**src/rtl/uc_pkg.sv**
```systemverilog
// rtl/uc_pkg.sv - states, control-word bit map and opcode constants for the multicycle control unit
package uc_pkg;

    typedef enum logic [5:0] {
        IDLE     = 6'd0,
        FETCH1   = 6'd1,
        FETCH2   = 6'd2,
        DECODE   = 6'd3,
        EXEC_ALU = 6'd4,
        MEM_ADDR = 6'd5,
        MEM_INC  = 6'd6,
        MEM_WDR  = 6'd7,
        MEM_ACC  = 6'd8,
        MEM_WB   = 6'd9,
        BR_SALTO = 6'd10,
        CALL1    = 6'd11,
        CALL2    = 6'd12,
        CALL3    = 6'd13,
        CALL4    = 6'd14,
        RET1     = 6'd15,
        RET2     = 6'd16,
        RET3     = 6'd17,
        TRAP     = 6'd63
    } estado_t;

    localparam int LS_SELDR    = 10;
    localparam int LS_LOADDR   = 9;
    localparam int LS_SELAR    = 8;
    localparam int LS_LOADAR   = 7;
    localparam int LS_SELPC    = 5;
    localparam int LS_LOADPC   = 4;
    localparam int LS_LOADIR   = 3;
    localparam int LS_LOADCR   = 2;
    localparam int LS_WRITESEL = 1;
    localparam int LS_WRITEEN  = 0;

    localparam logic [1:0] SELPC_INC   = 2'b00;
    localparam logic [1:0] SELPC_PC    = 2'b01;
    localparam logic [1:0] SELPC_SALTO = 2'b10;
    localparam logic [1:0] SELPC_DR    = 2'b11;

    localparam logic [1:0] CLS_ALU = 2'b00;
    localparam logic [1:0] CLS_MEM = 2'b01;
    localparam logic [1:0] CLS_BR  = 2'b10;

    localparam logic [1:0] BR_JMP  = 2'b00;
    localparam logic [1:0] BR_COND = 2'b01;
    localparam logic [1:0] BR_CALL = 2'b10;

    localparam logic [1:0] MODO_SUMA   = 2'b01;
    localparam logic [1:0] MODO_INC    = 2'b10;
    localparam logic [1:0] MODO_ILEGAL = 2'b11;

    localparam logic [3:0] FUN_PASA_A = 4'b1000;
    localparam logic [3:0] FUN_SUMA   = 4'b0101;
    localparam logic [3:0] FUN_INC    = 4'b0100;
    localparam logic [3:0] FUN_DEC    = 4'b0111;

    localparam logic [1:0] EXC_NINGUNA = 2'b00;
    localparam logic [1:0] EXC_ILEGAL  = 2'b01;
    localparam logic [1:0] EXC_TIEMPO  = 2'b10;

    // States that hold a memory request open until MemListo
    function automatic logic es_espera(input estado_t e);
        return (e == FETCH1) || (e == MEM_ACC) || (e == CALL3) || (e == RET2);
    endfunction

endpackage

```
**src/rtl/uc_espera_mem.sv**
```systemverilog
// rtl/uc_espera_mem.sv - memory wait counter; flags the last allowed not-ready cycle
module uc_espera_mem #(
    parameter int TIMEOUT = 15
) (
    input  logic Reloj,
    input  logic Reiniciar,
    input  logic clear,
    input  logic run,
    input  logic listo,
    output logic vencido
);

    localparam int CW = $clog2(TIMEOUT + 1);
    localparam logic [CW-1:0] LIMITE = CW'(TIMEOUT - 1);

    logic [CW-1:0] cuenta;

    always_ff @(posedge Reloj or negedge Reiniciar) begin
        if (!Reiniciar) begin
            cuenta <= '0;
        end else if (clear) begin
            cuenta <= '0;
        end else if (run && !listo) begin
            cuenta <= cuenta + 1'b1;
        end
    end

    // Completion has priority: only a not-ready cycle can expire the wait
    assign vencido = run && !listo && (cuenta == LIMITE);

endmodule

```
**src/rtl/unidad_control_multiciclo.sv**
```systemverilog
// rtl/unidad_control_multiciclo.sv - multicycle fetch/decode/execute control FSM with branches, call/return and traps
module unidad_control_multiciclo #(
    parameter int IW      = 16,
    parameter int RAW     = 3,
    parameter int FUNW    = 4,
    parameter int TIMEOUT = 15,
    parameter logic [RAW-1:0] SP_REG = {RAW{1'b1}}
) (
    input  logic            Reloj,
    input  logic            Reiniciar,
    input  logic [IW-1:0]   Instruccion,
    input  logic [3:0]      Banderas,
    input  logic            MemListo,
    output logic            MemLectura,
    output logic            MemEscritura,
    output logic [10:0]     LoadSelect,
    output logic [RAW-1:0]  WriteAddress,
    output logic [RAW-1:0]  ReadAddressA,
    output logic [RAW-1:0]  ReadAddressB,
    output logic [FUNW-1:0] Fun,
    output logic            Excepcion,
    output logic [1:0]      ExcCodigo
);
    import uc_pkg::*;

    estado_t est, nxt;
    logic    vencido;

    logic [1:0]      cls, br_op, modo;
    logic            esc;
    logic [FUNW-1:0] fun_i;
    logic [RAW-1:0]  rd, ra, rb;

    assign cls   = Instruccion[IW-1:IW-2];
    assign br_op = Instruccion[13:12];
    assign esc   = Instruccion[11];
    assign modo  = Instruccion[10:9];
    assign fun_i = Instruccion[3*RAW+FUNW-1:3*RAW];
    assign rd    = Instruccion[3*RAW-1:2*RAW];
    assign ra    = Instruccion[2*RAW-1:RAW];
    assign rb    = Instruccion[RAW-1:0];

    uc_espera_mem #(.TIMEOUT(TIMEOUT)) u_espera (
        .Reloj     (Reloj),
        .Reiniciar (Reiniciar),
        .clear     (nxt != est),
        .run       (es_espera(est)),
        .listo     (MemListo),
        .vencido   (vencido)
    );

    always_comb begin
        nxt = est;
        case (est)
            IDLE:     nxt = FETCH1;
            FETCH1:   if (MemListo) nxt = FETCH2; else if (vencido) nxt = TRAP;
            FETCH2:   nxt = DECODE;
            DECODE: begin
                case (cls)
                    CLS_ALU: nxt = EXEC_ALU;
                    // An illegal addressing mode is caught here so MEM_ADDR never drives a bogus address
                    CLS_MEM: nxt = (modo == MODO_ILEGAL) ? TRAP : MEM_ADDR;
                    CLS_BR: begin
                        case (br_op)
                            BR_JMP:  nxt = BR_SALTO;
                            BR_COND: nxt = (Banderas[modo] ^ esc) ? BR_SALTO : FETCH1;
                            BR_CALL: nxt = CALL1;
                            default: nxt = RET1;
                        endcase
                    end
                    default: nxt = TRAP;
                endcase
            end
            EXEC_ALU: nxt = FETCH1;
            MEM_ADDR: nxt = (modo == MODO_INC) ? MEM_INC : (esc ? MEM_WDR : MEM_ACC);
            MEM_INC:  nxt = esc ? MEM_WDR : MEM_ACC;
            MEM_WDR:  nxt = MEM_ACC;
            MEM_ACC:  if (MemListo) nxt = esc ? FETCH1 : MEM_WB; else if (vencido) nxt = TRAP;
            MEM_WB:   nxt = FETCH1;
            BR_SALTO: nxt = FETCH1;
            CALL1:    nxt = CALL2;
            CALL2:    nxt = CALL3;
            CALL3:    if (MemListo) nxt = CALL4; else if (vencido) nxt = TRAP;
            CALL4:    nxt = FETCH1;
            RET1:     nxt = RET2;
            RET2:     if (MemListo) nxt = RET3; else if (vencido) nxt = TRAP;
            RET3:     nxt = FETCH1;
            TRAP:     nxt = TRAP;
            default:  nxt = TRAP;
        endcase
    end

    logic [10:0]     ls_d;
    logic            mr_d, mw_d;
    logic [RAW-1:0]  wa_d, raa_d, rab_d;
    logic [FUNW-1:0] fun_d;

    // Control word of the state being entered; registered below so outputs are glitch-free Moore signals
    always_comb begin
        ls_d  = '0;
        mr_d  = 1'b0;
        mw_d  = 1'b0;
        wa_d  = '0;
        raa_d = '0;
        rab_d = '0;
        fun_d = '0;
        case (nxt)
            FETCH1: begin
                mr_d = 1'b1;
                ls_d[LS_LOADAR] = 1'b1;
            end
            FETCH2: begin
                ls_d[LS_LOADIR] = 1'b1;
                ls_d[LS_LOADPC] = 1'b1;
                ls_d[LS_SELPC +: 2] = SELPC_INC;
            end
            EXEC_ALU: begin
                ls_d[LS_WRITEEN] = 1'b1;
                ls_d[LS_LOADCR]  = 1'b1;
                wa_d  = rd;
                raa_d = ra;
                rab_d = rb;
                fun_d = fun_i;
            end
            MEM_ADDR: begin
                ls_d[LS_LOADAR] = 1'b1;
                ls_d[LS_SELAR]  = 1'b1;
                raa_d = ra;
                if (modo == MODO_SUMA) begin
                    rab_d = rb;
                    fun_d = FUNW'(FUN_SUMA);
                end else begin
                    fun_d = FUNW'(FUN_PASA_A);
                end
            end
            MEM_INC: begin
                ls_d[LS_WRITEEN] = 1'b1;
                wa_d  = ra;
                raa_d = ra;
                fun_d = FUNW'(FUN_INC);
            end
            MEM_WDR: begin
                ls_d[LS_LOADDR] = 1'b1;
                ls_d[LS_SELDR]  = 1'b1;
                raa_d = rd;
                fun_d = FUNW'(FUN_PASA_A);
            end
            MEM_ACC: begin
                mr_d = !esc;
                mw_d = esc;
            end
            MEM_WB: begin
                ls_d[LS_LOADDR]   = 1'b1;
                ls_d[LS_WRITESEL] = 1'b1;
                ls_d[LS_WRITEEN]  = 1'b1;
                wa_d = rd;
            end
            BR_SALTO, CALL4: begin
                ls_d[LS_LOADPC] = 1'b1;
                ls_d[LS_SELPC +: 2] = SELPC_SALTO;
                raa_d = ra;
            end
            CALL1: begin
                ls_d[LS_WRITEEN] = 1'b1;
                wa_d  = SP_REG;
                raa_d = SP_REG;
                fun_d = FUNW'(FUN_DEC);
            end
            CALL2: begin
                ls_d[LS_LOADAR] = 1'b1;
                ls_d[LS_SELAR]  = 1'b1;
                ls_d[LS_LOADDR] = 1'b1;
                ls_d[LS_SELDR]  = 1'b1;
                ls_d[LS_SELPC +: 2] = SELPC_PC;
                raa_d = SP_REG;
                fun_d = FUNW'(FUN_PASA_A);
            end
            CALL3: mw_d = 1'b1;
            RET1: begin
                ls_d[LS_LOADAR] = 1'b1;
                ls_d[LS_SELAR]  = 1'b1;
                raa_d = SP_REG;
                fun_d = FUNW'(FUN_PASA_A);
            end
            // DR reloads every waiting cycle; the value latched on the MemListo cycle is the one kept
            RET2: begin
                mr_d = 1'b1;
                ls_d[LS_LOADDR] = 1'b1;
            end
            RET3: begin
                ls_d[LS_LOADPC]  = 1'b1;
                ls_d[LS_SELPC +: 2] = SELPC_DR;
                ls_d[LS_WRITEEN] = 1'b1;
                wa_d  = SP_REG;
                raa_d = SP_REG;
                fun_d = FUNW'(FUN_INC);
            end
            default: ;
        endcase
    end

    always_ff @(posedge Reloj or negedge Reiniciar) begin
        if (!Reiniciar) begin
            est          <= IDLE;
            MemLectura   <= 1'b0;
            MemEscritura <= 1'b0;
            LoadSelect   <= '0;
            WriteAddress <= '0;
            ReadAddressA <= '0;
            ReadAddressB <= '0;
            Fun          <= '0;
            Excepcion    <= 1'b0;
            ExcCodigo    <= EXC_NINGUNA;
        end else begin
            est          <= nxt;
            MemLectura   <= mr_d;
            MemEscritura <= mw_d;
            LoadSelect   <= ls_d;
            WriteAddress <= wa_d;
            ReadAddressA <= raa_d;
            ReadAddressB <= rab_d;
            Fun          <= fun_d;
            Excepcion    <= (nxt == TRAP);
            if (nxt == TRAP && est != TRAP) begin
                ExcCodigo <= (est == DECODE) ? EXC_ILEGAL : EXC_TIEMPO;
            end
        end
    end

endmodule

```
**config.mk**
```make
export PLATFORM = sky130hd
export DESIGN_NAME = unidad_control_multiciclo
export DESIGN_NICKNAME = d
export VERILOG_FILES = /design/src/rtl/uc_pkg.sv /design/src/rtl/uc_espera_mem.sv /design/src/rtl/unidad_control_multiciclo.sv
export SDC_FILE = /design/constraint.sdc
export NUM_CORES = 1
export LEC_CHECK = 0
export CAP_MARGIN = 10
export CORE_UTILIZATION = 50
export DETAILED_ROUTE_END_ITERATION = 7
export PLACE_DENSITY = 0.87
export SLEW_MARGIN = 40
export SYNTH_ARGS = -nofsm -noshare
export SYNTH_HDL_FRONTEND = slang
export SYNTH_HIERARCHICAL = 1
export SYNTH_SLANG_ARGS = --single-unit
```
**constraint.sdc**
```tcl
create_clock -name Reloj -period 7.45 [get_ports Reloj]
set_input_delay 1.1175 -clock Reloj [delete_from_list [all_inputs] [get_ports Reloj]]
set_output_delay 1.1175 -clock Reloj [all_outputs]
set_load 0.02 [all_outputs]
```
* After elaboration in Yosys (flattened, before gate mapping)
Index checks and enable logic that the tools add are counted.
** Storage, ports and cells
- Output and inout port bits :: 29
- Bits of input ports :: 23
- Bits in registers :: 39
** Operators by class
- Mux-type cells :: 36
- Equal/unequal tests :: 44
- Bitwise operators :: 1
- Magnitude comparators :: 1
- Reduce and logical (&&, ||, !) cells :: 27
- $add $sub $neg :: 1
** Operator list (count)
- $eq 6x4->1 const B :: 16
- $pmux 6 s13 :: 1
- $eq 6x3->1 const B :: 8
- $mux 6 :: 7
- $eq 6x5->1 const B :: 4
- $mux 4 :: 6
- $pmux 4 s5 :: 1
- $eq 6x2->1 const B :: 3
- $pmux 3 s3 :: 2
- $pmux 6 s3 :: 1
- $reduce_or 4->1 :: 4
- $eq 6x1->1 const B :: 2
- $pmux 4 s3 :: 1
- $reduce_or 2->1 :: 6
- $mux 1 :: 10
- $reduce_or 5->1 :: 2
- $eq 2x2->1 const B :: 4
- $eq 2x1->1 const B :: 3
- $eq 6x6->1 const B :: 1
- $logic_not 6->1 :: 1
- $ne 6x6->1 :: 1
- $ne 6x6->1 const B :: 1
- $pmux 2 s3 :: 1
- $pmux 3 s2 :: 1
- other kinds (15) :: 23

* Logic depth before layout (Yosys ltp)
- Depth in word-level cells :: 12
- Mapped depth :: 16

* Modules after synthesis
Netlist, hierarchy kept.
** By module, submodules not included
- unidad_control_multiciclo :: instances 1, cells each 252, sequential area each 875.8 um^2, area an instance 2313.5 um^2
- uc_espera_mem :: instances 1, cells each 21, sequential area each 100.1 um^2, area an instance 230.2 um^2

* Worst setup path before layout
OpenSTA, ideal clock, no wires.
- Path type :: reg2reg
- From :: reg est[4]
- To :: reg u_espera.cuenta[3]
- Period minus slack after synthesis :: 3.438 ns
- Cell stages (with the launch flop) :: 17
- Buffers on the path :: 2
- Arrival :: 3.310 ns
- Data required time :: 7.323 ns
- Setup slack :: 4.012 ns
- Cells stage by stage :: dfrtp_1 -> buf_2 -> nor4b_2 -> a211o_1 -> nand2_1 -> inv_2 -> nor2b_4 -> and4_2 -> or3_1 -> and4_1 -> nor4b_4 -> nand2_1 -> buf_4 -> xnor2_1 -> nand4_1 -> nor2b_1 -> mux2_1
** On the way
- Word-level cells in the longest chain between the ends :: 11
** Ends and longest elaborated chain
- from (decl) :: line unidad_control_multiciclo.sv:26 : estado_t est, nxt;
- from (signal assigned) :: line unidad_control_multiciclo.sv:215 : est <= nxt;
- $eq 6x1->1 / $eq 6x4->1 (equally long branches) :: line uc_pkg.sv:65 : return (e == FETCH1) || (e == MEM_ACC) || (e == CALL3) || (e == RET2);
- $logic_or 1x1->1 (2 in a row) :: line uc_pkg.sv:65
- $logic_or 1x1->1 (*) :: line uc_pkg.sv:65
- $logic_and 1x1->1 (*) (2 in a row) :: line uc_espera_mem.sv:29 : assign vencido = run && !listo && (cuenta == LIMITE);
- named net vencido :: line unidad_control_multiciclo.sv:27 : logic vencido;
- $mux 6 (*)
- $mux 6 (on tied branches)
- $pmux 6 s13 (*) :: line unidad_control_multiciclo.sv:54 : case (est)
- $ne 6x6->1 (*) :: line unidad_control_multiciclo.sv:46 : .clear (nxt != est),
- $mux 4 / $reduce_bool 2->1 (equally long branches)
- to (signal assigned) :: line uc_espera_mem.sv:24 : cuenta <= cuenta + 1'b1;
- to (decl) :: line uc_espera_mem.sv:16 : logic [CW-1:0] cuenta;
Mark *: on every way through the listed nets, which the timed path passes. The rest lies on a longest branch.
A chain may end at the register's enable or synchronous reset.

* Final worst setup path
- From :: reg est[3]
- To :: reg u_espera.cuenta[3]
The elaborated chain is that of the path after synthesis.

==> impl_metrics.ini <==
[setup_path]
setup.worst_path.class = register to register
critPathLaunchType = register
setup.worst_path.end_class = register
critPathLaunch = est[3]
worst-r2r-setup-slack_ps = 2930
crit_arrival_ps = 4700
cp_data_required_time_ps = 7630
timing.critical_path.fanout_max = 24
r2r_path_start = est[3]
ff2ff_path_depth = 14
timing.rr.end = u_espera/cuenta[3]

[route]
vias_per_cell = 6.10
drcViolationCount = 0
detail_route.iter0.violations = 192
drt-wirelength-per-cell_um = 17.3
drt_pass1_iterations = 6
final_wl_um = 6590
routed-via-count = 2331
drt.antenna.violating_nets = 0

[clock_network]
cts_max_level = 2
tritoncts = yes
postCtsSetupBuffers = 0
clk_pin_slew_ps = 80
insertion_delay_ps = 290
cts_num_sinks = 39
ctsRootBufferMaster = clkbuf_8
cts_resized = 0
clk_path_buf_depth = 2
holdBufCountCts = 0
cts_inserted_buffers = 5

[pwr]
p_sw_frac = 0.221
vdd.ir_drop.worst_v = 0.000116
power.static_leakage_nw = 1.32
pwr_density_cell_nw_per_um2 = 132
power.internal_mw = 0.325
switching_power_mw = 0.0923
sequentialPowerShare = 0.506
clock_power_share = 0.427
power.combinational.fraction = 0.067

[final_layout]
most-common-layout-cells = clkdlybuf4s50_1, dfrtp_1, nand2_1, nor2_1, a21oi_1
synthToLayoutAreaGrowth_pct = 24.1
post-route-util = 0.655
layout.cells.most_common = clkdlybuf4s50_1
fin_nets = 339
antenna_cells_inserted = 0
fraction_of_final_layout_cells_with_drive_strength_greater_than_1 = 0.0889
fill_cells = 399
final_cell_area_um2 = 3160

[synth]
synth-edff-count = 0
post_synth_instance_area_um2 = 2540
avgSynthCellArea_um2 = 9.32
synth-seq-area-share = 0.384
ys.flop_type = dfrtp_1
synth-warning-count = 6
cell_count_after_synthesis = 273
synth.ff_latch_count = 39
post_synth_num_cell_types = 70
synth_async_sr_flop_share = 1.00
synth_net_count = 298

[floorplan]
placeableCoreArea_um2 = 4820
fp.dieArea_um2 = 5380
io-pin-count = 52
floorplan.initialDensity = 0.528
row_count = 25
die_width_um = 73.3
fp.dieH_um = 73.3

[sta]
slew_at_the_pin_closest_to_its_max_slew_limit_ps = 790
timing.final.hold_violations = 0
final.min_clock_period_ps = 4520
final_sum_of_negative_setup_slack_ps = 0
unrepaired_setup_endpoints_after_global_routing = no
slew_viol_final = 0
worst_slew_margin_rel = 0.473
finalClockSkew_ps = 8.99
period_utilization_post_route = 0.607
finalSetupViolations = 0
maximum_operating_frequency_mhz = 221

[placed_design]
hpwlAfterDp_um = 4530
dpl_cell_area_um2 = 3040
gp_routability_congestion = 0.947
port_buffers = 51

[global_routing]
grt_first_pass_wirelength_um = 10500
grt_start_max_net_pins = 40
vias_in_the_first_global_route = 2145
gr-total-overflow = 0
total_routing_usage_gr = 0.253
grt_antenna_before_repair = 0

[hold_path]
hp-class = register to register
min-delay-start = ExcCodigo[0]
hold-path-endpoint = ExcCodigo[0]
min_delay_path_depth = 2

[flow_run]
max-cap-violations = 0

[run_status]
run_status = finished clean
state kept, by name, summed over array words and instances (netlist names):
| signal | flops |
|---|---|
| MemEscritura | 1 |
| est | 6 |
| ExcCodigo | 2 |
| LoadSelect | 11 |
| WriteAddress | 3 |
| ReadAddressA | 3 |
| MemLectura | 1 |
| Fun | 4 |
| u_espera/cuenta | 4 |
| Excepcion | 1 |
| ReadAddressB | 3 |
final cells by class:
| cell class | count | area (um2) | share of cell area |
|---|---|---|---|
| multi-input cells | 201 | 1420 | 0.449 |
| flip-flops and latches | 39 | 976 | 0.309 |
| repair buffers | 51 | 508 | 0.161 |
| well taps | 67 | 83.8 | 0.0266 |
| clock buffers | 5 | 68.8 | 0.0218 |
| inverters | 16 | 60.1 | 0.0190 |
| clock inverters | 3 | 43.8 | 0.0139 |
power groups by stage:
| stage | combinational, mW | sequential [mW] | clock, mW |
|---|---|---|---|
| 6_report | 0.0281 | 0.211 | 0.178 |
| 3_3_place_gp | 0.0272 | 0.216 | 0 |
| 2_1_floorplan | 0.00862 | 0.216 | 0 |
| 4_1_cts | 0.0279 | 0.211 | 0.180 |
| 5_1_grt | 0.0306 | 0.211 | 0.191 |
| 3_5_place_dp | 0.0278 | 0.216 | 0 |
Yosys cell counts, types with 4 or more instances:
master / count / area (um2)
mux2i_1: 4 / 40.0
xnor2_1: 8 / 70.1
nand2b_1: 7 / 43.8
dfrtp_1: 39 / 976
nor2_1: 18 / 67.6
nand3b_1: 4 / 30.0
nand3_1: 13 / 65.1
nand2_1: 21 / 78.8
xor2_1: 4 / 35.0
o211ai_1: 4 / 30.0
a21oi_1: 15 / 75.1
a211oi_1: 4 / 30.0
nor2b_1: 11 / 68.8
nand4_1: 6 / 37.5
buf_2: 10 / 50.1
inv_1: 13 / 48.8
o21ai_1: 4 / 20.0
o21ai_0: 7 / 35.0
metal layers:
layer	wire length (um)	up-vias	global-route usage
met4	177	0	0.0791
met3	535	33	0.0453
met2	3110	135	0.417
li1	-	1071	-
met1	2770	1092	0.340
met5	0	-	0
through the flow:
step           hold WS, ps  power (mW)  setup WS [ps]  instances
6_report               507       0.418           2930        382
5_1_grt                551       0.433           2650        382
4_1_cts                507       0.419           3000        382
3_5_place_dp           476       0.243           2840        374
3_3_place_gp           475       0.243           2920        374
2_1_floorplan          519       0.224           4010        273
how the worst max path moves through the flow:
stage / depth (start not counted) / end
after floorplan: 16 / u_espera/cuenta[3]
after global placement: 11 / u_espera/cuenta[3]
after detailed placement: 11 / u_espera/cuenta[3]
after CTS: 14 / u_espera/cuenta[3]
after global routing: 14 / u_espera/cuenta[3]
final: 14 / u_espera/cuenta[3]
worst max-delay path, stage by stage, from the launching register on:
cell,delay [ps]
dfrtp_1,860
nor4b_2,160
a211o_1,350
nand2_1,140
inv_2,90
nor2b_4,150
and4_2,300
or3_1,340
and4_1,240
nor4b_4,390
nand2_1,520
xnor2_1,280
nand4_1,220
nor2b_1,70
mux2_1,290
logic make-up (layout without fill, tap and decap cells):
group / count (synthesis) / count (layout) / share of synthesized area
AND/OR/NAND/NOR: 110 / 110 / 0.263
AO/OA/AOI/OAI: 69 / 69 / 0.203
adder cells (fa/ha/maj): 2 / 2 / 0.00984
flip-flops: 39 / 39 / 0.384
buffers and inverters: 33 / 75 / 0.0610
XOR/XNOR: 12 / 12 / 0.0413
multiplexers: 8 / 8 / 0.0379
No activity file was read; power rests on OpenSTA's default activity.
